File: config.mk
export PLATFORM = sky130hd
export DESIGN_NAME = dcache_wb_buffer
export DESIGN_NICKNAME = d
export VERILOG_FILES = /design/src/rtl/dcache_wb_buffer.sv
export SDC_FILE = /design/constraint.sdc
export NUM_CORES = 1
export LEC_CHECK = 0
export BUFFER_PORTS_ARGS = -buffer_cell sky130_fd_sc_hd__buf_2
export CAP_MARGIN = 15
export CELL_PAD_IN_SITES_DETAIL_PLACEMENT = 0
export CELL_PAD_IN_SITES_GLOBAL_PLACEMENT = 1
export CORE_MARGIN = 2
export CORE_UTILIZATION = 40
export DETAILED_ROUTE_END_ITERATION = 16
export HOLD_SLACK_MARGIN = 0.12
export PLACE_DENSITY = 0.8
export REMOVE_ABC_BUFFERS = 1
export SYNTH_ARGS = -nofsm -noshare
export SYNTH_HDL_FRONTEND = slang
export SYNTH_SLANG_ARGS = --single-unit
File: constraint.sdc
create_clock -name clk -period 9.15 [get_ports clk]
set_clock_uncertainty 0.15 [all_clocks]
set_input_delay 0.4575 -clock clk [delete_from_list [all_inputs] [get_ports clk]]
set_output_delay 0.4575 -clock clk [all_outputs]
set_load 0.02 [all_outputs]
File: src/rtl/dcache_wb_buffer.sv
`default_nettype none
// +--------------------------------------------------------------------------+
// | Module : dcache_wb_buffer                                                |
// | Write-back FIFO between the dcache and the AXI bridge write request port. |
// | Optional line forwarding to refills: define DCACHE_WB_BUFFER_FWD_EN.      |
// | Rev    : 1.0                                                             |
// +--------------------------------------------------------------------------+
module dcache_wb_buffer #(
  parameter int DEPTH = 4,
  parameter int PTR_W = 2
) (
  input  logic         clk,
  input  logic         resetn,
  input  logic         wb_req,
  input  logic         wb_type,
  input  logic [31:0]  wb_addr,
  input  logic [2:0]   wb_size,
  input  logic [3:0]   wb_wstrb,
  input  logic [255:0] wb_data,
  output logic         wb_ready,
  input  logic [31:0]  chk_addr,
  output logic         chk_hit,
  output logic         chk_fwd_valid,
  output logic [255:0] chk_fwd_data,
  output logic         wb_empty,
  output logic         data_wr_req,
  output logic         data_wr_type,
  output logic [31:0]  data_wr_addr,
  output logic [2:0]   data_wr_size,
  output logic [3:0]   data_wr_wstrb,
  output logic [255:0] data_wr_data,
  input  logic         data_wr_rdy,
  input  logic         data_wr_ok
);

  localparam logic [0:0]     c_st_idle = 1'b0;
  localparam logic [0:0]     c_st_sent = 1'b1;
  localparam logic [PTR_W:0] c_full    = (PTR_W+1)'(DEPTH);

  logic [DEPTH-1:0] r_type;
  logic [31:0]      r_addr  [DEPTH];
  logic [2:0]       r_size  [DEPTH];
  logic [3:0]       r_wstrb [DEPTH];
  logic [255:0]     r_data  [DEPTH];
  logic [PTR_W-1:0] r_wr_ptr;
  logic [PTR_W-1:0] r_rd_ptr;
  logic [PTR_W:0]   r_count;
  logic [0:0]       r_state;

  logic             w_push;
  logic             w_pop;
  logic             w_issue;
  logic [DEPTH-1:0] w_match;
  logic             w_unused_chk;

  assign wb_ready    = (r_count != c_full);
  assign wb_empty    = (r_count == '0);
  assign w_push      = wb_req && wb_ready;
  assign data_wr_req = (r_state == c_st_idle) && (r_count != '0);
  assign w_issue     = data_wr_req && data_wr_rdy;
  assign w_pop       = (r_state == c_st_sent) && data_wr_ok;

  assign data_wr_type  = r_type[r_rd_ptr];
  assign data_wr_addr  = r_addr[r_rd_ptr];
  assign data_wr_size  = r_size[r_rd_ptr];
  assign data_wr_wstrb = r_wstrb[r_rd_ptr];
  assign data_wr_data  = r_data[r_rd_ptr];

  // Payload storage is not reset; entry validity comes from rd_ptr/count.
  always_ff @(posedge clk) begin
    if (resetn && w_push) begin
      r_type[r_wr_ptr]  <= wb_type;
      r_addr[r_wr_ptr]  <= wb_addr;
      r_size[r_wr_ptr]  <= wb_type ? 3'd2 : wb_size;
      r_wstrb[r_wr_ptr] <= wb_type ? 4'hf : wb_wstrb;
      r_data[r_wr_ptr]  <= wb_data;
    end
  end

  always_ff @(posedge clk) begin
    if (!resetn) begin
      r_wr_ptr <= '0;
      r_rd_ptr <= '0;
      r_count  <= '0;
      r_state  <= c_st_idle;
    end else begin
      if (w_push) begin
        r_wr_ptr <= r_wr_ptr + 1'b1;
      end
      if (w_pop) begin
        r_rd_ptr <= r_rd_ptr + 1'b1;
      end
      case ({w_push, w_pop})
        2'b10:   r_count <= r_count + 1'b1;
        2'b01:   r_count <= r_count - 1'b1;
        default: r_count <= r_count;
      endcase
      case (r_state)
        c_st_idle: if (w_issue) r_state <= c_st_sent;
        c_st_sent: if (w_pop)   r_state <= c_st_idle;
        default:                r_state <= c_st_idle;
      endcase
    end
  end

  // A slot is valid when its distance from rd_ptr is below count.
  always_comb begin
    w_match = '0;
    for (int i = 0; i < DEPTH; i++) begin
      if ({1'b0, PTR_W'(i) - r_rd_ptr} < r_count &&
          r_addr[i][31:5] == chk_addr[31:5]) begin
        w_match[i] = 1'b1;
      end
    end
  end

  assign chk_hit      = |w_match;
  assign w_unused_chk = ^chk_addr[4:0];

`ifdef DCACHE_WB_BUFFER_FWD_EN
  logic             w_sel_found;
  logic [PTR_W-1:0] w_sel_idx;
  logic [PTR_W-1:0] w_idx;

  // Walk from oldest to youngest so the last match wins.
  always_comb begin
    w_sel_found = 1'b0;
    w_sel_idx   = r_rd_ptr;
    w_idx       = '0;
    for (int k = 0; k < DEPTH; k++) begin
      w_idx = r_rd_ptr + PTR_W'(k);
      if (w_match[w_idx]) begin
        w_sel_found = 1'b1;
        w_sel_idx   = w_idx;
      end
    end
  end

  assign chk_fwd_valid = w_sel_found && r_type[w_sel_idx];
  assign chk_fwd_data  = chk_fwd_valid ? r_data[w_sel_idx] : '0;
`else
  assign chk_fwd_valid = 1'b0;
  assign chk_fwd_data  = '0;
`endif

endmodule
`default_nettype wire

==> results.ini, run 1 <==
[run_status]
outcome=finished clean

[worst_setup_path]
crit_fanout=85
worstSetupPathType=reg -> out
crit_path_start_kind=flip-flop
r2r-start=r_count[0]
reg2reg_slack_ns=5.47
required_ns=8.54
worstPathArrival_ns=3.69
r2r_cells=6
r2r_end=r_data[1][235]
crit_path_end_kind=primary output

[clocking]
tritoncts=yes
cts-htree-levels=3
clk_path_buf_depth=3
clk_latency_ns=0.71
cts_made_buffers=116
cts-resized-gates=0
cts_sinks=1194
clk_pin_slew_ns=0.06
cts_hold_buffers=301
clock-root-buffer=clkbuf_16
cts_setup_buffers=0

[global_route]
grt_pass1_wl_um=151000
overflow=0
antenna_found_initial=24
grtUsageTotal_pct=17.1
grt_pass1_vias=23326
grt_max_degree=133

[timing]
relSlewSlack_pct=25.7
fin_hold_ws_ns=0.337
min_period_ns=4.30
final-hold-violation-count=0
worst_pin_slew_ns=1.11
period_share_pct=47.0
fmax_mhz=233
setup_violations=0
setup_slack_ns=4.85
slew_violations=0
rsz0062_at_grt=no

[yosys]
synthDominantCellAreaShare_pct=76.6
netlist_instances=2030
ys_async_sr_fraction_pct=0
synth_area_um2=46400
synth_common_cells=edfxtp_1, mux4_2, buf_4, xor2_1, buf_2
ys_ff_latch=1194
synthAdderAreaFrac_pct=0.286
seq_area_frac_synth_pct=77.0
synth_top_flop_cell=edfxtp_1
synth_edf_count=1184
syn_area_per_cell_um2=22.9
ys_warn_count=0
synthSimpleGateAreaFrac_pct=0.860
yosysUniqueCellTypes=35
synthTopCellsByArea=edfxtp_1, mux4_2, buf_4
synth_largest_area_cell=edfxtp_1
synth_most_common_cell=edfxtp_1
muxShareOfSynthArea_pct=14.4
synth_top_family_by_area=multiplexers
synthXorXnorAreaFrac_pct=2.15
synth-compound-area-share_pct=0.224

[floorplan]
die_area_um2=119000
floorplan.initialDensity_pct=40.5
fp.coreArea_um2=115000
io_pins=890
die_h_um=345
num_rows=124
die_w_um=345

[route]
drt_iter0_drc=1445
via_per_inst=4.90
route.detailed.drc=0
antenna_left=0
drt-pass1-iter-count=4
postRouteWirelength_um=105000
wl_per_cell_um=22.6
vias=22793

[final_layout]
fin_cells=4648
layout-drive-gt1-share_pct=35.6
post-route-util_pct=49.8
design_area_um2=57100
areaGrowthSynthToFinish_pct=23.0
nets=3369

[worst_hold_path]
min-delay-start=wb_data[91]
hold_class=in -> reg
whs_path_depth=2
hold_end=r_data[2][91]

[placed_design]
dp.cells=4119
gp_routability_congestion=0.849
post_dp_cell_area_um2=50400
dp_slack_ns=5.42
dp_hpwl_um=65900
port-buffer-count=627

[power]
ir_drop_mv=0.187
powerDensity_nw_per_um2=209
cellLeakagePower_uw=0.0194

[job]
drv_cap=0

## layer usage
layer / GRT usage [%] / vias up / share of wire [%]
li1: - / 9860 / -
met2: 30.5 / 944 / 53
met5: 0 / - / 0.026
met3: 4.60 / 191 / 7.2
met1: 19.6 / 11794 / 36
met4: 6.66 / 4 / 3.6
## worst max-delay path by stage
stage	startpoint	to	slack [ns]	cells after the start
6_report	flip-flop	data_wr_data[7]	4.85	4
5_1_grt	flip-flop	data_wr_data[209]	4.53	4
4_1_cts	flip-flop	data_wr_data[209]	4.71	4
3_5_place_dp	r_count[0]	r_data[1][235]	5.42	6
3_3_place_gp	flip-flop	data_wr_data[209]	5.46	4
2_1_floorplan	flip-flop	data_wr_addr[0]	-4.60	1
## registers in the layout, summed over array words and instances (netlist names), named ones only
name / flops
r_addr: 128
r_size: 12
r_rd_ptr: 2
r_wstrb: 16
r_wr_ptr: 2
r_count: 3
r_state: 1
r_data: 1024
r_type: 4
## worst max-delay path: stages (launching register included)
cell and delay (ns):
dfxtp_4 0.76, buf_12 0.53, buf_12 0.53, mux4_2 0.62, buf_2 0.18
## final cells by class
cell class | count | area, µm²
Inverter | 8 | 30.0
Antenna cell | 13 | 32.5
Clock inverter | 66 | 626
Sequential cell | 1194 | 35800
Multi-Input combinational cell | 758 | 9290
Clock buffer | 149 | 3030
Timing Repair Buffer | 948 | 6450
Fill cell | 9020 | 57500
Tap cell | 1512 | 1890
## per-stage QoR
stage	TNS, ns	total power, µW
2_1_floorplan	-1356.18	7090
3_3_place_gp	0	7360
3_5_place_dp	0	7380
4_1_cts	0	12000
5_1_grt	0	12300
6_report	0	11900
## logic make-up after synthesis
family                   count (synthesis)
AO/OA/AOI/OAI                           13
XOR/XNOR                               114
adder cells (fa/ha/maj)                 10
buffers and inverters                  334
flip-flops                            1194
multiplexers                           296
other                                    1
AND/OR/NAND/NOR                         68
## power by group
part	internal, µW	switching (µW)	leakage, µW
sequential	6200	50.4	0.0108
combinational	434	687	0.00684
clock	2550	2010	0.00177
## cells in the final DEF (no fill, tap or decap), types with 6 or more instances in the layout
cell type      count
ha_1               9
xor2_1            98
clkinv_1          28
buf_12            12
diode_2           13
mux4_2           295
clkbuf_16        116
inv_1              8
clkbuf_1          33
clkinv_2          19
bufinv_16          7
nand4_1            6
xnor2_1           16
edfxtp_1        1184
and2_1             6
nor4_1            23
conb_1           257
dfxtp_1            8
buf_2            627
buf_4              8
dlygate4sd3_1    301
Power figures use the tool's default switching activity.
==> run 2, diff against run 1 <==
--- a/config.mk
+++ b/config.mk
@@ -13,7 +13,7 @@
 export CORE_UTILIZATION = 40
 export DETAILED_ROUTE_END_ITERATION = 16
 export HOLD_SLACK_MARGIN = 0.12
-export PLACE_DENSITY = 0.8
+export PLACE_DENSITY = 0.82
 export REMOVE_ABC_BUFFERS = 1
 export SYNTH_ARGS = -nofsm -noshare
 export SYNTH_HDL_FRONTEND = slang
==> constraint.sdc (replaced) <==
create_clock -name clk -period 3.8 [get_ports clk]
set_clock_uncertainty 0.15 [all_clocks]
set_input_delay 0.19 -clock clk [delete_from_list [all_inputs] [get_ports clk]]
set_output_delay 0.19 -clock clk [all_outputs]
set_load 0.02 [all_outputs]
==> run 2 against run 1 <==
Total power is 150% higher. Critical path type unchanged. Largest cell class unchanged. Combinational power rose to 2.7 times the previous value. Critical path depth did not move. Critical endpoint is now data_wr_data[190]. Via count increased by 9.2%. Sequential power grew 140%. Highest routed layer unchanged. Worst setup slack got worse by 4.2 ns. Flip-flop and latch count is the same. Core utilization increased by 2.9 points.
==> results.ini, run 2 (same netlist as run 1, synthesis figures left out) <==
[power]
ir_drop_mv=0.453  ; was 0.187 mV
cellLeakagePower_uw=0.0209  ; was 0.0194 µW
total_power_uw=29300  ; was 11900 µW
powerDensity_nw_per_um2=485  ; was 209 nW/µm²

[placed_design]
dp_hpwl_um=75100  ; was 65900 µm
dp_slack_ns=1.15  ; was 5.42 ns
port-buffer-count=627  ; unchanged
gp_routability_congestion=0.877  ; was 0.849
post_dp_cell_area_um2=51300  ; was 50400 µm²

[floorplan]
die_area_um2=119000  ; unchanged
die_h_um=345  ; unchanged
floorplan.initialDensity_pct=40.5  ; unchanged
fp.coreArea_um2=115000  ; unchanged
die_w_um=345  ; unchanged
io_pins=890  ; unchanged
num_rows=124  ; unchanged

[global_route]
grt_pass1_wl_um=169000  ; was 151000 µm
grt_pass1_vias=25737  ; was 23326
antenna_found_initial=44  ; was 24
grt_max_degree=76  ; was 133
overflow=0  ; unchanged
grtUsageTotal_pct=19.5  ; was 17.1%

[final_layout]
layout-drive-gt1-share_pct=34.6  ; was 35.6%
largest_reg_flops=1024  ; unchanged
multi_input_area_um2=9290  ; unchanged
reg_top3=r_data x1024, r_addr x128, r_wstrb x16  ; unchanged
final_common_cell=edfxtp_1  ; unchanged
nets=3689  ; was 3369
fillers=8626  ; was 9020
final_cell_mix=edfxtp_1, buf_2, dlygate4sd3_1  ; unchanged
register_area_um2=35800  ; unchanged
areaGrowthSynthToFinish_pct=30.2  ; was 23.0%
largest-register=r_data  ; unchanged
design_area_um2=60400  ; was 57100 µm²

[worst_setup_path]
crit_path_start_kind=flip-flop  ; unchanged
worstSetupPathType=reg -> out  ; unchanged
crit_path_end_kind=primary output  ; unchanged
reg2reg_slack_ns=1.18  ; was 5.47 ns
r2r-start=r_count[0]  ; unchanged
required_ns=3.46  ; was 8.54 ns
r2r_end=r_data[2][91]  ; was r_data[1][235]
crit_path_end=data_wr_data[190]  ; was data_wr_data[7]
crit_fanout=34  ; was 85
worstPathArrival_ns=2.80  ; was 3.69 ns
r2r_cells=6  ; unchanged

[timing]
period_share_pct=82.6
setup_violations=0  ; unchanged
rsz0062_at_grt=no  ; unchanged
setup_tns_ns=0  ; unchanged
min_period_ns=3.14
worst_pin_slew_ns=0.690  ; was 1.11 ns
slew_violations=0  ; unchanged
fmax_mhz=319
final-hold-violation-count=0  ; unchanged
setup_slack_ns=0.662  ; was 4.85 ns
relSlewSlack_pct=53.6  ; was 25.7%

[clocking]
cts-resized-gates=0  ; unchanged
clk_latency_ns=0.69  ; was 0.71 ns
clk_pin_slew_ns=0.06  ; about the same
cts_sinks=1194  ; unchanged
tritoncts=yes  ; unchanged
clk_path_buf_depth=3  ; unchanged
cts-htree-levels=3  ; unchanged
clock-root-buffer=clkbuf_16  ; unchanged
cts_made_buffers=114  ; was 116

[route]
drt_iter0_drc=1860  ; was 1445
antenna_left=0  ; unchanged
via_per_inst=5.00  ; was 4.90
drt-pass1-iter-count=5  ; was 4
wl_per_cell_um=24.1  ; was 22.6 µm
postRouteWirelength_um=120000  ; was 105000 µm
vias=24893  ; was 22793
route.detailed.drc=0  ; unchanged

[job]
drv_cap=0  ; unchanged

[run_status]
outcome=finished clean  ; unchanged

[worst_hold_path]
hold_class=in -> reg  ; unchanged

==> run 2: worst min-delay path by stage <==
stage	start	to	cells past startpoint	slack [ns]
CTS	wb_data[6]	r_data[2][6]	2	0.12
global placement	wb_data[155]	r_data[1][155]	1	0.25
floorplan	wb_addr[0]	r_addr[0][0]	0	0.14
finish	wb_addr[25]	r_addr[2][25]	2	0.16
detailed placement	wb_data[40]	r_data[0][40]	1	0.25
global route	wb_addr[8]	r_addr[2][8]	2	0.13
==> run 2: per-layer routing <==
metal / up-vias / track usage (%) / wire, µm
met5: - / 0 / 91
met4: 16 / 10.2 / 5750
met3: 277 / 5.18 / 9190
met2: 1253 / 34.0 / 63300
met1: 12823 / 22.0 / 41700
li1: 10524 / - / -
==> run 2: where the power goes <==
part / internal [µW] / switching, µW / total (µW)
logic: 1280 / 1780 / 3050
registers: 14900 / 134 / 15100
clock network: 6300 / 4930 / 11200
==> run 2: timing repair <==
action                                 in CTS  in global routing
setup buffers                               0                  0
setup endpoints to repair                   0                  0
endpoints found under the hold margin    1225                  4
hold buffers                              545                  1
==> run 2: through the flow <==
step / hold slack [ns] / std cells / util, %
3_5_place_dp: 0.254 / 4196 / 44.7
6_report: 0.161 / 4982 / 52.7
2_1_floorplan: 0.139 / 1960 / -
3_3_place_gp: 0.253 / 4196 / 44.7
4_1_cts: 0.121 / 4950 / 52.6
5_1_grt: 0.135 / 4977 / 52.7
==> run 2: worst max-delay path, stage by stage (launching register included) <==
cell and delay (ns):
dfxtp_4 0.68, buf_12 0.29, buf_12 0.32, mux4_2 0.57, buf_2 0.19
==> run 2: area by class of cell <==
type,instances,area share [%]
Antenna cell,31,0.128
Multi-Input combinational cell,758,15.4
Tap cell,1512,3.13
Clock inverter,62,1.12
Clock buffer,147,4.92
Timing Repair Buffer,1270,16.1
Sequential cell,1194,59.2
Inverter,8,0.0497
